$ cat config.mk
export PLATFORM = sky130hd
export DESIGN_NAME = sc_rndcapture
export DESIGN_NICKNAME = d
export VERILOG_FILES = /design/src/rtl/sc_rndcapture.sv
export SDC_FILE = /design/constraint.sdc
export NUM_CORES = 1
export LEC_CHECK = 0
export ABC_CLOCK_PERIOD_IN_PS = 2700
export BUFFER_PORTS_ARGS = -buffer_cell sky130_fd_sc_hd__clkbuf_2
export CAP_MARGIN = 15
export CORE_ASPECT_RATIO = 1.1
export CORE_MARGIN = 2
export CORE_UTILIZATION = 25
export CTS_BUF_LIST = sky130_fd_sc_hd__clkbuf_8
export DETAILED_ROUTE_END_ITERATION = 8
export MAX_ROUTING_LAYER = met4
export PLACE_DENSITY = 0.42
export SLEW_MARGIN = 20
export SYNTH_ARGS = -nofsm -noshare
export SYNTH_HDL_FRONTEND = slang
export SYNTH_SLANG_ARGS = --single-unit
$ cat constraint.sdc
create_clock -name SC_RndCAPTURE_CLOCK_50 -period 2.7 [get_ports SC_RndCAPTURE_CLOCK_50]
set_input_delay 0.405 -clock SC_RndCAPTURE_CLOCK_50 [delete_from_list [all_inputs] [get_ports SC_RndCAPTURE_CLOCK_50]]
set_output_delay 0.405 -clock SC_RndCAPTURE_CLOCK_50 [all_outputs]
set_load 0.01 [all_outputs]
$ cat src/rtl/sc_rndcapture.sv
// Captures a free-running random value on a debounced button press, reduces it
// into 0..L by repeated subtraction of L+1, and queues results in a FWFT FIFO.
module sc_rndcapture #(
   parameter int RndCAPTURE_DATAWIDTH = 8,
   parameter int RndCAPTURE_DEPTH     = 4
) (
   input  logic                            SC_RndCAPTURE_CLOCK_50,
   input  logic                            SC_RndCAPTURE_RESET_InLow,
   input  logic [RndCAPTURE_DATAWIDTH-1:0] SC_RndCAPTURE_data_InBUS,
   input  logic                            SC_RndCAPTURE_request_InLow,
   input  logic [RndCAPTURE_DATAWIDTH-1:0] SC_RndCAPTURE_limit_InBUS,
   input  logic                            SC_RndCAPTURE_ready_In,
   output logic [RndCAPTURE_DATAWIDTH-1:0] SC_RndCAPTURE_data_OutBUS,
   output logic                            SC_RndCAPTURE_valid_Out,
   output logic                            SC_RndCAPTURE_full_Out,
   output logic [2:0]                      SC_RndCAPTURE_count_OutBUS,
   output logic                            SC_RndCAPTURE_overflow_Out
);

   localparam int W  = RndCAPTURE_DATAWIDTH;
   localparam int D  = RndCAPTURE_DEPTH;
   localparam int PW = (D > 1) ? $clog2(D) : 1;

   typedef enum logic [1:0] {IDLE, REDUCE, PUSH} state_t;

   logic         clk;
   logic         rst_n;
   assign clk   = SC_RndCAPTURE_CLOCK_50;
   assign rst_n = SC_RndCAPTURE_RESET_InLow;

   logic         sync1_q, sync2_q, prev_q;
   state_t       state_q, state_d;
   logic [W-1:0] r_q, r_d;
   logic [W:0]   m_q, m_d;
   logic [PW-1:0] wr_ptr_q, wr_ptr_d, rd_ptr_q, rd_ptr_d;
   logic [2:0]   count_q, count_d;
   logic         overflow_q, overflow_d;
   logic [W-1:0] fifo_mem_q [D];

   logic strobe, push, pop, full, valid;

   // A press is the falling edge of the synchronised button level.
   assign strobe = prev_q & ~sync2_q;
   assign valid  = (count_q != 3'd0);
   assign full   = (count_q == 3'(D));
   assign pop    = valid & SC_RndCAPTURE_ready_In;

   // NOTE: combinational blocks use blocking '=' and give every output a default
   // first, so no latch is inferred; clocked blocks use non-blocking '<=' only.
   always_comb begin
      state_d    = state_q;
      r_d        = r_q;
      m_d        = m_q;
      overflow_d = overflow_q;
      push       = 1'b0;
      case (state_q)
         IDLE: begin
            if (strobe) begin
               r_d     = SC_RndCAPTURE_data_InBUS;
               m_d     = {1'b0, SC_RndCAPTURE_limit_InBUS} + (W+1)'(1);
               state_d = REDUCE;
            end
         end
         REDUCE: begin
            // M can only be 2^W when L is all-ones, and then R < M always holds.
            if ({1'b0, r_q} >= m_q) r_d = r_q - m_q[W-1:0];
            else                     state_d = PUSH;
         end
         PUSH: begin
            if (!full || pop) push = 1'b1;
            else              overflow_d = 1'b1;
            state_d = IDLE;
         end
         default: state_d = IDLE;
      endcase
   end

   always_comb begin
      wr_ptr_d = wr_ptr_q;
      rd_ptr_d = rd_ptr_q;
      if (push) wr_ptr_d = (wr_ptr_q == PW'(D-1)) ? '0 : wr_ptr_q + PW'(1);
      if (pop)  rd_ptr_d = (rd_ptr_q == PW'(D-1)) ? '0 : rd_ptr_q + PW'(1);
      count_d = count_q + 3'(push) - 3'(pop);
   end

   always_ff @(posedge clk or negedge rst_n) begin
      if (!rst_n) begin
         sync1_q    <= 1'b1;
         sync2_q    <= 1'b1;
         prev_q     <= 1'b1;
         state_q    <= IDLE;
         r_q        <= '0;
         m_q        <= '0;
         wr_ptr_q   <= '0;
         rd_ptr_q   <= '0;
         count_q    <= '0;
         overflow_q <= 1'b0;
      end else begin
         sync1_q    <= SC_RndCAPTURE_request_InLow;
         sync2_q    <= sync1_q;
         prev_q     <= sync2_q;
         state_q    <= state_d;
         r_q        <= r_d;
         m_q        <= m_d;
         wr_ptr_q   <= wr_ptr_d;
         rd_ptr_q   <= rd_ptr_d;
         count_q    <= count_d;
         overflow_q <= overflow_d;
      end
   end

   // NOTE: FIFO storage has no reset; entries are only observed once count
   // marks them valid, so clearing them would buy nothing.
   always_ff @(posedge clk) begin
      if (push) fifo_mem_q[wr_ptr_q] <= r_q;
   end

   assign SC_RndCAPTURE_data_OutBUS  = valid ? fifo_mem_q[rd_ptr_q] : '0;
   assign SC_RndCAPTURE_valid_Out    = valid;
   assign SC_RndCAPTURE_full_Out     = full;
   assign SC_RndCAPTURE_count_OutBUS = count_q;
   assign SC_RndCAPTURE_overflow_Out = overflow_q;

endmodule

=== Yosys cells after proc, flatten, opt, wreduce, memory -nomap -nowiden ===
Memory sizes are Yosys's and may differ from the RTL's.
Index checks and enable logic that the tools add are counted.
W data, S select, Z words.

* Bits in registers: 30
* Latch bits: 0
* RAM bits: 32
* Memory bits (read-only): 0
* Input port bits: 20
* Output and inout port bits: 14
* Logic and storage cells: 52
* Memories: 1

{| class="wikitable"
|+ Memory list
! name !! words !! width !! read ports !! clocked after memory_dff !! write ports !! RTL line !! RTL
|-
| fifo_mem_q || 4 || 8 || 1 || 0 || 1 || 38 || <nowiki>logic [W-1:0] fifo_mem_q [D];</nowiki>
|}

* Add/subtract/negate cells: 6
* Multipliers: 0
* Divide/modulo/power cells: 0
* $lt $le $gt $ge: 1
* Equal/unequal tests: 8
* Shifts and indexed selects: 0
* Mux-type cells: 13
* Bitwise gates (word level): 4
* Reductions and logical operators: 9

{| class="wikitable"
|+ Operator list
! operator !! count
|-
| $mux W8 || 3
|-
| $pmux W8 S2 || 1
|-
| $add A8 B1 Y9 const B || 1
|-
| $ge A8 B9 Y1 || 1
|-
| $mux W2 || 4
|-
| $sub A8 B8 Y8 || 1
|-
| $eq A2 B2 Y1 const B || 3
|-
| $ne A2 B2 Y1 const B || 3
|-
| $reduce_and A2 Y1 || 3
|-
| $add A2 B1 Y2 const B || 2
|-
| $mux W1 || 4
|-
| $pmux W2 S2 || 1
|-
| $add A3 B1 Y3 || 1
|-
| $eq A3 B3 Y1 const B || 1
|-
| $reduce_and A3 Y1 || 1
|-
| $reduce_bool A3 Y1 || 1
|-
| $sub A3 B1 Y3 || 1
|-
| $and A1 B1 Y1 || 2
|-
| $eq A2 B1 Y1 const B || 1
|-
| $logic_not A2 Y1 || 1
|-
| $not A1 Y1 || 2
|-
| $reduce_bool A2 Y1 || 1
|-
| $logic_not A1 Y1 || 1
|-
| $logic_or A1 B1 Y1 || 1
|}

=== Logic depth before layout (Yosys ltp) ===
Gate-level depths: netlist of run 1.

* Word-level depth: 7
* Depth in mapped cells: 10
* Gate-level depth less buffers: 9

=== Least setup slack after synthesis of run 1 ===
Ideal clock, no wire load.

* Kind: reg-to-reg
* Start point: reg count_q[2] (netlist: SC_RndCAPTURE_count_OutBUS[2])
* End point: reg count_q[2] (netlist: SC_RndCAPTURE_count_OutBUS[2])
* Setup time: 0.126 ns
* Arrival time: 2.088 ns
* Data required time: 2.574 ns
* Slack: 0.487 ns
* Cell stages (with the launch flop): 11
* Buffers on the path: 1
* Clock period less this slack: 2.213 ns
* Cells stage by stage: dfrtp_1 or3_1 clkbuf_1 nand2_1 nand3b_1 o31ai_1 ha_1 inv_1 fa_1 xnor2_1 xnor2_1

* Cells in the longest elaborated chain, start to end: 7
* Elaborated cells on any way between the ends: 9
* Those cells by class: 2 x add/sub; 1 x eq/ne; 2 x mux; 1 x bitwise; 3 x reduce/logical

{| class="wikitable"
|+ Ends and longest elaborated chain
! element !! RTL line !! RTL
|-
| from (decl) || 36 || <nowiki>logic [2:0] count_q, count_d;</nowiki>
|-
| from (signal assigned) || 107 || <nowiki>count_q <= count_d;</nowiki>
|-
| $reduce_bool A3 Y1 * || 44 || <nowiki>assign valid = (count_q != 3'd0);</nowiki>
|-
| net SC_RndCAPTURE_valid_Out || 14 || <nowiki>output logic SC_RndCAPTURE_valid_Out,</nowiki>
|-
| $and A1 B1 Y1 * || 46 || <nowiki>assign pop = valid & SC_RndCAPTURE_ready_In;</nowiki>
|-
| $logic_or A1 B1 Y1 || 70 || <nowiki>if (!full || pop) push = 1'b1;</nowiki>
|-
| $mux W1 || 70 ||
|-
| $mux W1 || 56 || <nowiki>case (state_q)</nowiki>
|-
| $add A3 B1 Y3 || 83 || <nowiki>count_d = count_q + 3'(push) - 3'(pop);</nowiki>
|-
| $sub A3 B1 Y3 * || 83 ||
|-
| net count_d[2] || 36 ||
|}

Mark *: on every way through the listed nets, which the timed path passes. The rest lies on a longest branch.
A chain may end at the register's enable or synchronous reset.

=== Worst setup path in the final report of run 1 ===
* Start point: reg rd_ptr_q[0]
* End point: out SC_RndCAPTURE_data_OutBUS[2]

* Cells in the longest elaborated chain, start to end: 2

{| class="wikitable"
|+ Ends and longest elaborated chain
! element !! RTL line !! RTL
|-
| from (decl) || 35 || <nowiki>logic [PW-1:0] wr_ptr_q, wr_ptr_d, rd_ptr_q, rd_ptr_d;</nowiki>
|-
| from (signal assigned) || 106 || <nowiki>rd_ptr_q <= rd_ptr_d;</nowiki>
|-
| $mem_v2 Z4 W8 || - ||
|-
| $mux W8 || 118 || <nowiki>assign SC_RndCAPTURE_data_OutBUS = valid ? fifo_mem_q[rd_ptr_q] : '0;</nowiki>
|-
| to (decl) || 13 || <nowiki>output logic [RndCAPTURE_DATAWIDTH-1:0] SC_RndCAPTURE_data_OutBUS,</nowiki>
|}

Every way passes these cells.

==> flow_metrics.tcl, run 1 <==
set metrics [dict create \
    synth-xor-area-share_pct 2.543 \
    worstPathRequired_ns 2.30 \
    critical-path-top-delay-family "flip-flops" \
    place_congestion 0.7734 \
    preCtsSetupSlack_ns 0.4407 \
    ys_top_cells_by_area "edfxtp_1 (31%), dfrtp_1 (22%), ha_1 (6.1%), mux4_2 (5.8%), and2_1 (2.6%)" \
    die-area_um2 13300 \
    rows 42 \
    tightest_slew_ns 0.8165 \
    fin_cells 449 \
    root_buffer "clkbuf_8" \
    syn-mean-instance-area_um2 12.40 \
    slowest_delay_ns 0.69 \
    dp_hpwl_mm 4.612 \
    grt_pass1_vias 2078 \
    setup_violations 0 \
    cp.buffers_inverters 1 \
    crit_slowest_cell "dfrtp_1" \
    num-fill-cells 1251 \
    synth_enable_flop_cells 32 \
    synth.most_common_cell "edfxtp_1" \
    insertion_delay_ns 0.34 \
    grt_setup_unrepaired "no" \
    fin_crit_sh_pct 85.90 \
    synthMuxAreaShare_pct 9.407 \
    ios 34 \
    setup_ws_ns 0.3806 \
    clkSinkCount 62 \
    cts_buffer_depth 2 \
    ys_seq_area_share_pct 55.35 \
    synth_ff_type "edfxtp_1" \
    routed_via_density 4.399 \
    layout-drive-gt1-share_pct 23.05 \
    critPathMaxFanout 9 \
    grt_max_degree 31 \
    netlist.area_leader.share_pct 31.01 \
    postCtsSetupBuffers 0 \
    setup_tns_ns 0 \
    r2r_start "SC_RndCAPTURE_count_OutBUS[2]$_DFF_PN0_" \
    finClkSkew_ns 0.006280 \
    p_per_area_nw_per_um2 1179 \
    wl_mm 6.394 \
    min_period_ns 2.319 \
    core_area_um2 12090 \
    grt_overflow 0 \
    h-tree-depth 3 \
    drt_iter0_markers 97 \
    synth-compound-area-share_pct 8.882 \
    synth_cells 250 \
    reg2regPathDepth 9 \
    grt_pass1_wl_mm 10.71 \
    syn_nets 287 \
    synthSimpleGateAreaFrac_pct 13.61 \
    antenna_left 0 \
    die_h_um 120.8 \
    num_vias 1975 \
    synth_top_family_by_area "simple AND/OR/NAND/NOR gates" \
    ys_ff_latch 62 \
    r2r_slack_ns 0.46 \
    worst_hold_slack_ns 0.1395 \
    synthTopCellsByCount "edfxtp_1 (32), dfrtp_1 (27), nand2_1 (19)" \
    worst-path-stages 3 \
    synth_top_cell_by_area "edfxtp_1" \
    synthAdderAreaFrac_pct 7.348 \
    start_util_pct 25.64 \
    slew_headroom_pct 45.57 \
    min_path_type "in -> async" \
    numCtsBuffers 9 \
    dp.cells 433 \
    wl_per_cell_um 14.24 \
    cp.arrival_ns 1.91 \
    ys_warn_count 0 \
    syn_area_um2 3099 \
    hold_viol_final 0 \
    cts_resized 0 \
    area_delta_synth_final_pct 17.20 \
    fmax_ghz 0.4311 \
    async_reset_ff_share_pct 48.39 \
    n_antenna_cell 0 \
    rr_endpoint "SC_RndCAPTURE_count_OutBUS[2]$_DFF_PN0_" \
    drt_first_pass_iters 4 \
    clkTransAtPathRegs_ns 0.07 \
    place.port_buffers 33 \
    drv_cap 0 \
    yosysUniqueCellTypes 45 \
    antenna_found_initial 0 \
    critical_path_class "reg -> out" \
    drc_errors 0 \
    nets 327 \
    power_leakage_nw 1.501 \
    critPathLaunchType "flop" \
    maxSlewViolCount 0 \
    ir_drop_mv 0.3416 \
    cts_tree "yes" \
    worstSetupEndpointType "primary output" \
    dieWidth_um 110.2 \
    crit_chain "mux4_2 -> and2_1 -> clkbuf_2" \
    status "finished clean" \
    cts_hold_buf 0 \
    grt_usage_pct 11.12 \
]
==> cell usage in the layout, fill, tap and decap left out, types with 9 or more instances in the layout <==
master | netlist | final
clkbuf_2 | 0 | 33
edfxtp_1 | 32 | 32
dfrtp_1 | 27 | 27
nand2_1 | 19 | 19
inv_1 | 16 | 18
nor2_1 | 16 | 16
ha_1 | 15 | 15
o21ai_0 | 14 | 14
and2_1 | 13 | 13
a21oi_1 | 11 | 11
clkbuf_8 | 0 | 9
==> how the worst max path moves through the flow <==
stage	startpoint	to	slack (ns)
5_1_grt	rd_ptr_q[0]$_DFFE_PN0P_	SC_RndCAPTURE_data_OutBUS[3]	0.23
3_3_place_gp	SC_RndCAPTURE_count_OutBUS[2]$_DFF_PN0_	SC_RndCAPTURE_count_OutBUS[2]$_DFF_PN0_	0.48
2_1_floorplan	SC_RndCAPTURE_count_OutBUS[2]$_DFF_PN0_	SC_RndCAPTURE_count_OutBUS[2]$_DFF_PN0_	0.49
4_1_cts	rd_ptr_q[0]$_DFFE_PN0P_	SC_RndCAPTURE_data_OutBUS[2]	0.30
6_report	rd_ptr_q[0]$_DFFE_PN0P_	SC_RndCAPTURE_data_OutBUS[2]	0.38
3_5_place_dp	SC_RndCAPTURE_count_OutBUS[2]$_DFF_PN0_	SC_RndCAPTURE_count_OutBUS[2]$_DFF_PN0_	0.44
==> sequential cells by signal, summed over array words and instances, names as in the netlist <==
| signal | flops |
|---|---|
| rd_ptr_q | 2 |
| SC_RndCAPTURE_overflow_Out | 1 |
| sync2_q | 1 |
| sync1_q | 1 |
| r_q | 8 |
| state_q | 2 |
| prev_q | 1 |
| SC_RndCAPTURE_count_OutBUS | 3 |
| wr_ptr_q | 2 |
| fifo_mem_q | 32 |
| m_q | 9 |
==> worst register-to-register path, stage by stage (launching register included) <==
cell      delay [ns]
dfrtp_1         0.41
or3_1           0.55
nand2_1         0.13
nand3b_1        0.08
o31ai_1         0.07
ha_1            0.19
inv_1           0.05
fa_1            0.37
xnor2_1         0.18
xnor2_1         0.14
==> through the flow <==
stage / util (%) / total power (W) / instance area, µm²
global route: 30.05 / 0.004684 / 3632
floorplan: - / 0.003002 / 3099
finish: 30.05 / 0.004282 / 3632
detailed placement: 28.55 / 0.003565 / 3451
global placement: 28.55 / 0.003567 / 3451
CTS: 30.05 / 0.004356 / 3632
==> layout make-up <==
type	instances	area (µm²)	area share, %
clock inverter	7	57.56	1.585
inverter	16	60.06	1.653
timing repair buffer	36	187.7	5.167
sequential	62	1715	47.23
clock buffer	9	123.9	3.410
multi-input combinational	165	1295	35.65
tap	154	192.7	5.305
==> layer usage <==
layer / up-vias / wire length [µm] / global-route usage (%)
met1: 955 / 2957 / 13.68
met2: 32 / 3087 / 17.25
li1: 979 / - / -
met4: 0 / 115 / 5.625
met5: - / 0 / -
met3: 9 / 234 / 2.264
==> report_power, final <==
| part | internal [W] | switching (W) |
|---|---|---|
| clock network | 0.000413 | 0.000367 |
| logic | 0.000904 | 0.000993 |
| registers | 0.00132 | 0.000285 |
| total | 0.00264 | 0.00165 |
==> cells by family (layout without fill, tap and decap cells) <==
logic type | count (synthesis) | in the layout
and+or+nand+nor | 80 | 80
DFF | 62 | 62
AOI/OAI and AO/OA | 42 | 42
buffers and inverters | 23 | 68
adders and majority gates | 17 | 17
muxes | 17 | 17
xor gates and xnor gates | 9 | 9
(Power assumes the default switching activity.)
==> run 2: changes to the inputs <==
--- a/config.mk
+++ b/config.mk
@@ -15,6 +15,7 @@
 export DETAILED_ROUTE_END_ITERATION = 8
 export MAX_ROUTING_LAYER = met4
 export PLACE_DENSITY = 0.42
+export REMOVE_ABC_BUFFERS = 1
 export SLEW_MARGIN = 20
 export SYNTH_ARGS = -nofsm -noshare
 export SYNTH_HDL_FRONTEND = slang
==> run 2 against run 1 <==
Against the previous run: final area increased by 0.21%; largest power group unchanged; critical path type unchanged; routed wire length is 4.1% lower; critical path depth up 1; via count is 0.30% lower; combinational power barely moved; sequential cell count unchanged; worst hold slack improved by 0.0014 ns; highest routed layer unchanged; register-to-register slack is essentially flat; first-iteration DRC count down 28%; global-route usage fell by 0.48 points; clock-buffer cell count stayed put; maximum frequency rose by 0.79%; critical endpoint is now SC_RndCAPTURE_data_OutBUS[7].
==> flow_metrics.tcl, run 2 (synthesized netlist as in run 1, its figures left out) <==
set metrics [dict create \
    status "finished clean" \
    grt_overflow 0 \
    drv_cap 0 \
    r2r_slack_ns 0.46 \
    ios 34 \
    layout-drive-gt1-share_pct 22.64 \
    fin_crit_sh_pct 85.23 \
    die_h_um 120.8 \
    regArea_um2 1715 \
    cp.arrival_ns 1.90 \
    wl_per_cell_um 13.62 \
    nets 328 \
    dieWidth_um 110.2 \
    grt_max_degree 31 \
    worst_hold_slack_ns 0.1408 \
    cts_resized 0 \
    grt_pass1_wl_mm 10.40 \
    top_register "fifo_mem_q" \
    slew_headroom_pct 48.05 \
    postCtsSetupBuffers 0 \
    place.port_buffers 33 \
    dp_hpwl_mm 4.583 \
    place_congestion 0.7717 \
    ir_drop_mv 0.3354 \
    critical_path_class "reg -> out" \
    p_per_area_nw_per_um2 1177 \
    grt_setup_unrepaired "no" \
    clkSinkCount 62 \
    insertion_delay_ns 0.33 \
    fmax_ghz 0.4346 \
    post-route-util_pct 30.11 \
    num-fill-cells 1254 \
    critPathMaxFanout 7 \
    root_buffer "clkbuf_8" \
    drt_first_pass_iters 4 \
    min_path_type "in -> async" \
    rows 42 \
    final_common_cell "clkbuf_2" \
    tightest_slew_ns 0.7792 \
    multi_input_area_um2 1295 \
    reg2regPathDepth 9 \
    cts_buffer_depth 2 \
    setup_tns_ns 0 \
    drt_iter0_markers 70 \
    grt_usage_pct 10.65 \
    setup_violations 0 \
    r2r_start "SC_RndCAPTURE_count_OutBUS[2]$_DFF_PN0_" \
    antenna_found_initial 0 \
    start_util_pct 25.64 \
    drc_errors 0 \
    finClkSkew_ns 0.008641 \
    cts_tree "yes" \
    critPathLaunchType "flop" \
    wl_mm 6.131 \
    hold_viol_final 0 \
    h-tree-depth 3 \
    maxSlewViolCount 0 \
    area_delta_synth_final_pct 17.44 \
    n_antenna_cell 0 \
    num_vias 1969 \
    die-area_um2 13300 \
    antenna_left 0 \
    min_period_ns 2.301 \
    reg_top3 "fifo_mem_q: 32 flops, m_q: 9 flops, r_q: 8 flops" \
    clkTransAtPathRegs_ns 0.07 \
    largest_reg_flops 32 \
    grt_pass1_vias 2151 \
    cts_hold_buf 0 \
    rr_endpoint "SC_RndCAPTURE_count_OutBUS[2]$_DFF_PN0_" \
    core_area_um2 12090 \
    worstSetupEndpointType "primary output" \
    routed_via_density 4.376 \
    numCtsBuffers 9 \
    worstPathRequired_ns 2.30 \
    final_cell_mix "clkbuf_2 (33), edfxtp_1 (32), dfrtp_1 (27)" \
    power_leakage_nw 1.498 \
]
==> run 2: cell types whose count changed in the layout (fill, tap and decap cells not counted) <==
cell / before / now
clkinv_2: 4 / 1
buf_4: 3 / 4
clkinv_1: 0 / 2
clkinvlp_4: 0 / 1
==> run 2: final cells by class <==
cell class / instances / share of cell area (%)
clock buffer: 9 / 3.403
clock inverter: 7 / 1.581
inverter: 16 / 1.650
multi-input combinational: 165 / 35.58
sequential: 62 / 47.13
tap: 154 / 5.294
timing repair buffer: 37 / 5.363
==> run 2: how the worst max path moves through the flow <==
stage                                                       start  cells after the start                                       to
after floorplan           SC_RndCAPTURE_count_OutBUS[2]$_DFF_PN0_                      9  SC_RndCAPTURE_count_OutBUS[2]$_DFF_PN0_
after global placement    SC_RndCAPTURE_count_OutBUS[2]$_DFF_PN0_                      9  SC_RndCAPTURE_count_OutBUS[2]$_DFF_PN0_
after detailed placement  SC_RndCAPTURE_count_OutBUS[2]$_DFF_PN0_                      9  SC_RndCAPTURE_count_OutBUS[2]$_DFF_PN0_
after CTS                                 rd_ptr_q[0]$_DFFE_PN0P_                      4             SC_RndCAPTURE_data_OutBUS[7]
after global routing                      rd_ptr_q[0]$_DFFE_PN0P_                      4             SC_RndCAPTURE_data_OutBUS[7]
final                                     rd_ptr_q[0]$_DFFE_PN0P_                      4             SC_RndCAPTURE_data_OutBUS[7]
==> run 2: through the flow <==
stage               area [µm²]  total power, W  cells  setup slack, ns
floorplan                 3070        0.002978    243           0.5516
global placement          3458        0.003573    434           0.4970
detailed placement        3458        0.003561    434           0.4577
CTS                       3640        0.004347    450           0.3447
global route              3640        0.004670    450           0.2780
finish                    3640        0.004285    450           0.3988
==> run 2: critical path, cell delays in order (launching register included) <==
cell,delay (ns)
dfrtp_1,0.53
buf_4,0.24
mux4_2,0.52
and2_1,0.17
clkbuf_2,0.12
==> run 2: power breakdown <==
group	total, W	internal, W	switching, W	leakage [nW]
Clock	0.000765	0.000412	0.000353	0.0967
Sequential	0.00159	0.00132	0.000265	0.651
Combinational	0.00193	0.000910	0.00103	0.750
==> run 2: routing by layer <==
layer | global-route usage, % | vias up | part of all wire [%]
li1 | - | 987 | -
met1 | 12.00 | 931 | 45
met2 | 18.02 | 38 | 49
met3 | 2.210 | 13 | 3.8
met4 | 4.766 | 0 | 1.8
met5 | - | - | 0
==> run 3: changes to the inputs <==
==> config.mk (replaced) <==
export PLATFORM = sky130hd
export DESIGN_NAME = sc_rndcapture
export DESIGN_NICKNAME = d
export VERILOG_FILES = /design/src/rtl/sc_rndcapture.sv
export SDC_FILE = /design/constraint.sdc
export NUM_CORES = 1
export LEC_CHECK = 0
export ABC_CLOCK_PERIOD_IN_PS = 3000
export BUFFER_PORTS_ARGS = -buffer_cell sky130_fd_sc_hd__clkbuf_2
export CAP_MARGIN = 15
export CORE_ASPECT_RATIO = 1.1
export CORE_MARGIN = 2
export CORE_UTILIZATION = 65
export CTS_BUF_LIST = sky130_fd_sc_hd__clkbuf_8
export DETAILED_ROUTE_END_ITERATION = 8
export MAX_ROUTING_LAYER = met4
export PLACE_DENSITY = 0.88
export SLEW_MARGIN = 20
export SYNTH_ARGS = -nofsm -noshare
export SYNTH_HDL_FRONTEND = slang
export SYNTH_SLANG_ARGS = --single-unit
==> constraint.sdc (replaced) <==
create_clock -name SC_RndCAPTURE_CLOCK_50 -period 3 [get_ports SC_RndCAPTURE_CLOCK_50]
set_input_delay 0.45 -clock SC_RndCAPTURE_CLOCK_50 [delete_from_list [all_inputs] [get_ports SC_RndCAPTURE_CLOCK_50]]
set_output_delay 0.45 -clock SC_RndCAPTURE_CLOCK_50 [all_outputs]
set_load 0.01 [all_outputs]
==> run 3 against run 2 <==
Against the previous run: combinational power decreased by 13%; global-route usage up 13 points; sequential cell count is the same; sequential power down 10%; register-to-register slack improved by 0.29 ns; critical path type unchanged; critical endpoint is now SC_RndCAPTURE_data_OutBUS[2]; largest cell class unchanged.
==> flow_metrics.tcl, run 3 (synthesized netlist as in run 1, its figures left out) <==
set metrics [dict create \
    p_per_area_nw_per_um2 1088 \
    drv_cap 0 \
    dieWidth_um 69.84 \
    switchingPower_w 0.001442 \
    n_antenna_cell 0 \
    numCtsBuffers 9 \
    die_h_um 76.42 \
    slowest_delay_ns 0.71 \
    grt_max_degree 31 \
    cts_buffer_depth 2 \
    fmax_ghz 0.4230 \
    critical_path_class "reg -> out" \
    p_total_w 0.003804 \
    place_congestion 0.8083 \
    layout-drive-gt1-share_pct 22.60 \
    setup_violations 0 \
    switching_share_pct 37.90 \
    die-area_um2 5337 \
    worstPathRequired_ns 2.55 \
    ir_drop_mv 0.5638 \
    insertion_delay_ns 0.33 \
    slew_headroom_pct 49.11 \
    clkSinkCount 62 \
    nets 324 \
    critical-path-top-delay-family "flip-flops" \
    wl_mm 5.396 \
    top_register "fifo_mem_q" \
    largest_reg_flops 32 \
    wl_per_cell_um 15.51 \
    final_cell_mix "clkbuf_2 (33), edfxtp_1 (32), dfrtp_1 (27)" \
    reg_top3 "fifo_mem_q: 32 flops, m_q: 9 flops, r_q: 8 flops" \
    cts_resized 0 \
    hold_viol_final 0 \
    status "finished clean" \
    grt_pass1_vias 2022 \
    root_buffer "clkbuf_8" \
    cp.arrival_ns 1.91 \
    pwr-share-seq_pct 37.7 \
    drt_iter0_markers 98 \
    cts_hold_buf 0 \
    critPathMaxFanout 11 \
    cp.buffers_inverters 1 \
    drt_first_pass_iters 4 \
    worstSetupEndpointType "primary output" \
    grt_setup_unrepaired "no" \
    grt_overflow 0 \
    grt_pass1_wl_mm 9.321 \
    h-tree-depth 3 \
    core_area_um2 4619 \
    rows 26 \
    tightest_slew_ns 0.7633 \
    place.port_buffers 33 \
    final_common_cell "clkbuf_2" \
    antenna_left 0 \
    drc_errors 0 \
    clockPowerShare_pct 18.0 \
    min_period_ns 2.364 \
    crit_slowest_cell "dfrtp_1" \
    critPathLaunchType "flop" \
    ios 34 \
    dp_hpwl_mm 4.054 \
    power.internal_w 0.002362 \
    min_path_type "in -> async" \
    num_vias 1970 \
    routed_via_density 5.661 \
    postCtsSetupBuffers 0 \
    grt_usage_pct 23.65 \
    power_leakage_nw 1.478 \
    antenna_found_initial 0 \
    fin_crit_sh_pct 78.79 \
    clkTransAtPathRegs_ns 0.07 \
    p_comb_share_pct 44.2 \
    crit_chain "mux4_2 -> and2_1 -> clkbuf_2" \
    setup_tns_ns 0 \
    cts_tree "yes" \
    finClkSkew_ns 0.005021 \
    maxSlewViolCount 0 \
    start_util_pct 67.09 \
    area_delta_synth_final_pct 12.76 \
]
run 3: final cells by class:
cell class,instances,area [µm²]
fill,308,1125
multi-input combinational,165,1295
clock inverter,7,65.06
sequential,62,1715
inverter,16,60.06
tap,56,70.07
timing repair buffer,33,165.2
clock buffer,9,123.9
run 3: worst paths after layout:
path	start	end	slack, ns	cells past startpoint
worst max-delay path	rd_ptr_q[0]$_DFFE_PN0P_	SC_RndCAPTURE_data_OutBUS[2]	0.64	3
worst min-delay path	SC_RndCAPTURE_RESET_InLow	r_q[1]$_DFFE_PN0P_	0.18	1
worst max register to register	SC_RndCAPTURE_count_OutBUS[2]$_DFF_PN0_	SC_RndCAPTURE_count_OutBUS[2]$_DFF_PN0_	0.75	9
worst min register to register	sync1_q$_DFF_PN1_	sync2_q$_DFF_PN1_	0.36	0
max in group asynchronous	SC_RndCAPTURE_RESET_InLow	rd_ptr_q[1]$_DFFE_PN0P_	2.33	1
min in group SC_RndCAPTURE_CLOCK_50	SC_RndCAPTURE_request_InLow	sync1_q$_DFF_PN1_	0.20	1
run 3: per-stage QoR:
| stage | worst slack [ns] | hold slack (ns) | instance area, µm² | util (%) | cells |
|---|---|---|---|---|---|
| after floorplan | 0.7868 | 0.1544 | 3099 | - | 250 |
| after detailed placement | 0.7406 | 0.3520 | 3306 | 71.56 | 332 |
| final | 0.6362 | 0.1822 | 3495 | 75.65 | 348 |
| after global placement | 0.8431 | 0.3457 | 3306 | 71.56 | 332 |
| after CTS | 0.5882 | 0.1887 | 3495 | 75.65 | 348 |
| after global routing | 0.5018 | 0.1723 | 3495 | 75.65 | 348 |
run 3: power groups by stage:
| stage | logic (W) | registers (W) | clock network [W] |
|---|---|---|---|
| after floorplan | 0.00135 | 0.00135 | 0 |
| after global placement | 0.00162 | 0.00143 | 0 |
| after detailed placement | 0.00168 | 0.00145 | 0 |
| after CTS | 0.00170 | 0.00144 | 0.000697 |
| after global routing | 0.00188 | 0.00148 | 0.000749 |
| final | 0.00168 | 0.00143 | 0.000687 |
run 3: routing by layer:
| metal | vias up | track usage (%) | wire (µm) |
|---|---|---|---|
| li1 | 978 | - | - |
| met1 | 947 | 27.72 | 2341 |
| met2 | 38 | 39.43 | 2809 |
| met3 | 7 | 7.275 | 167 |
| met4 | 0 | 7.115 | 78 |
| met5 | - | - | 0 |
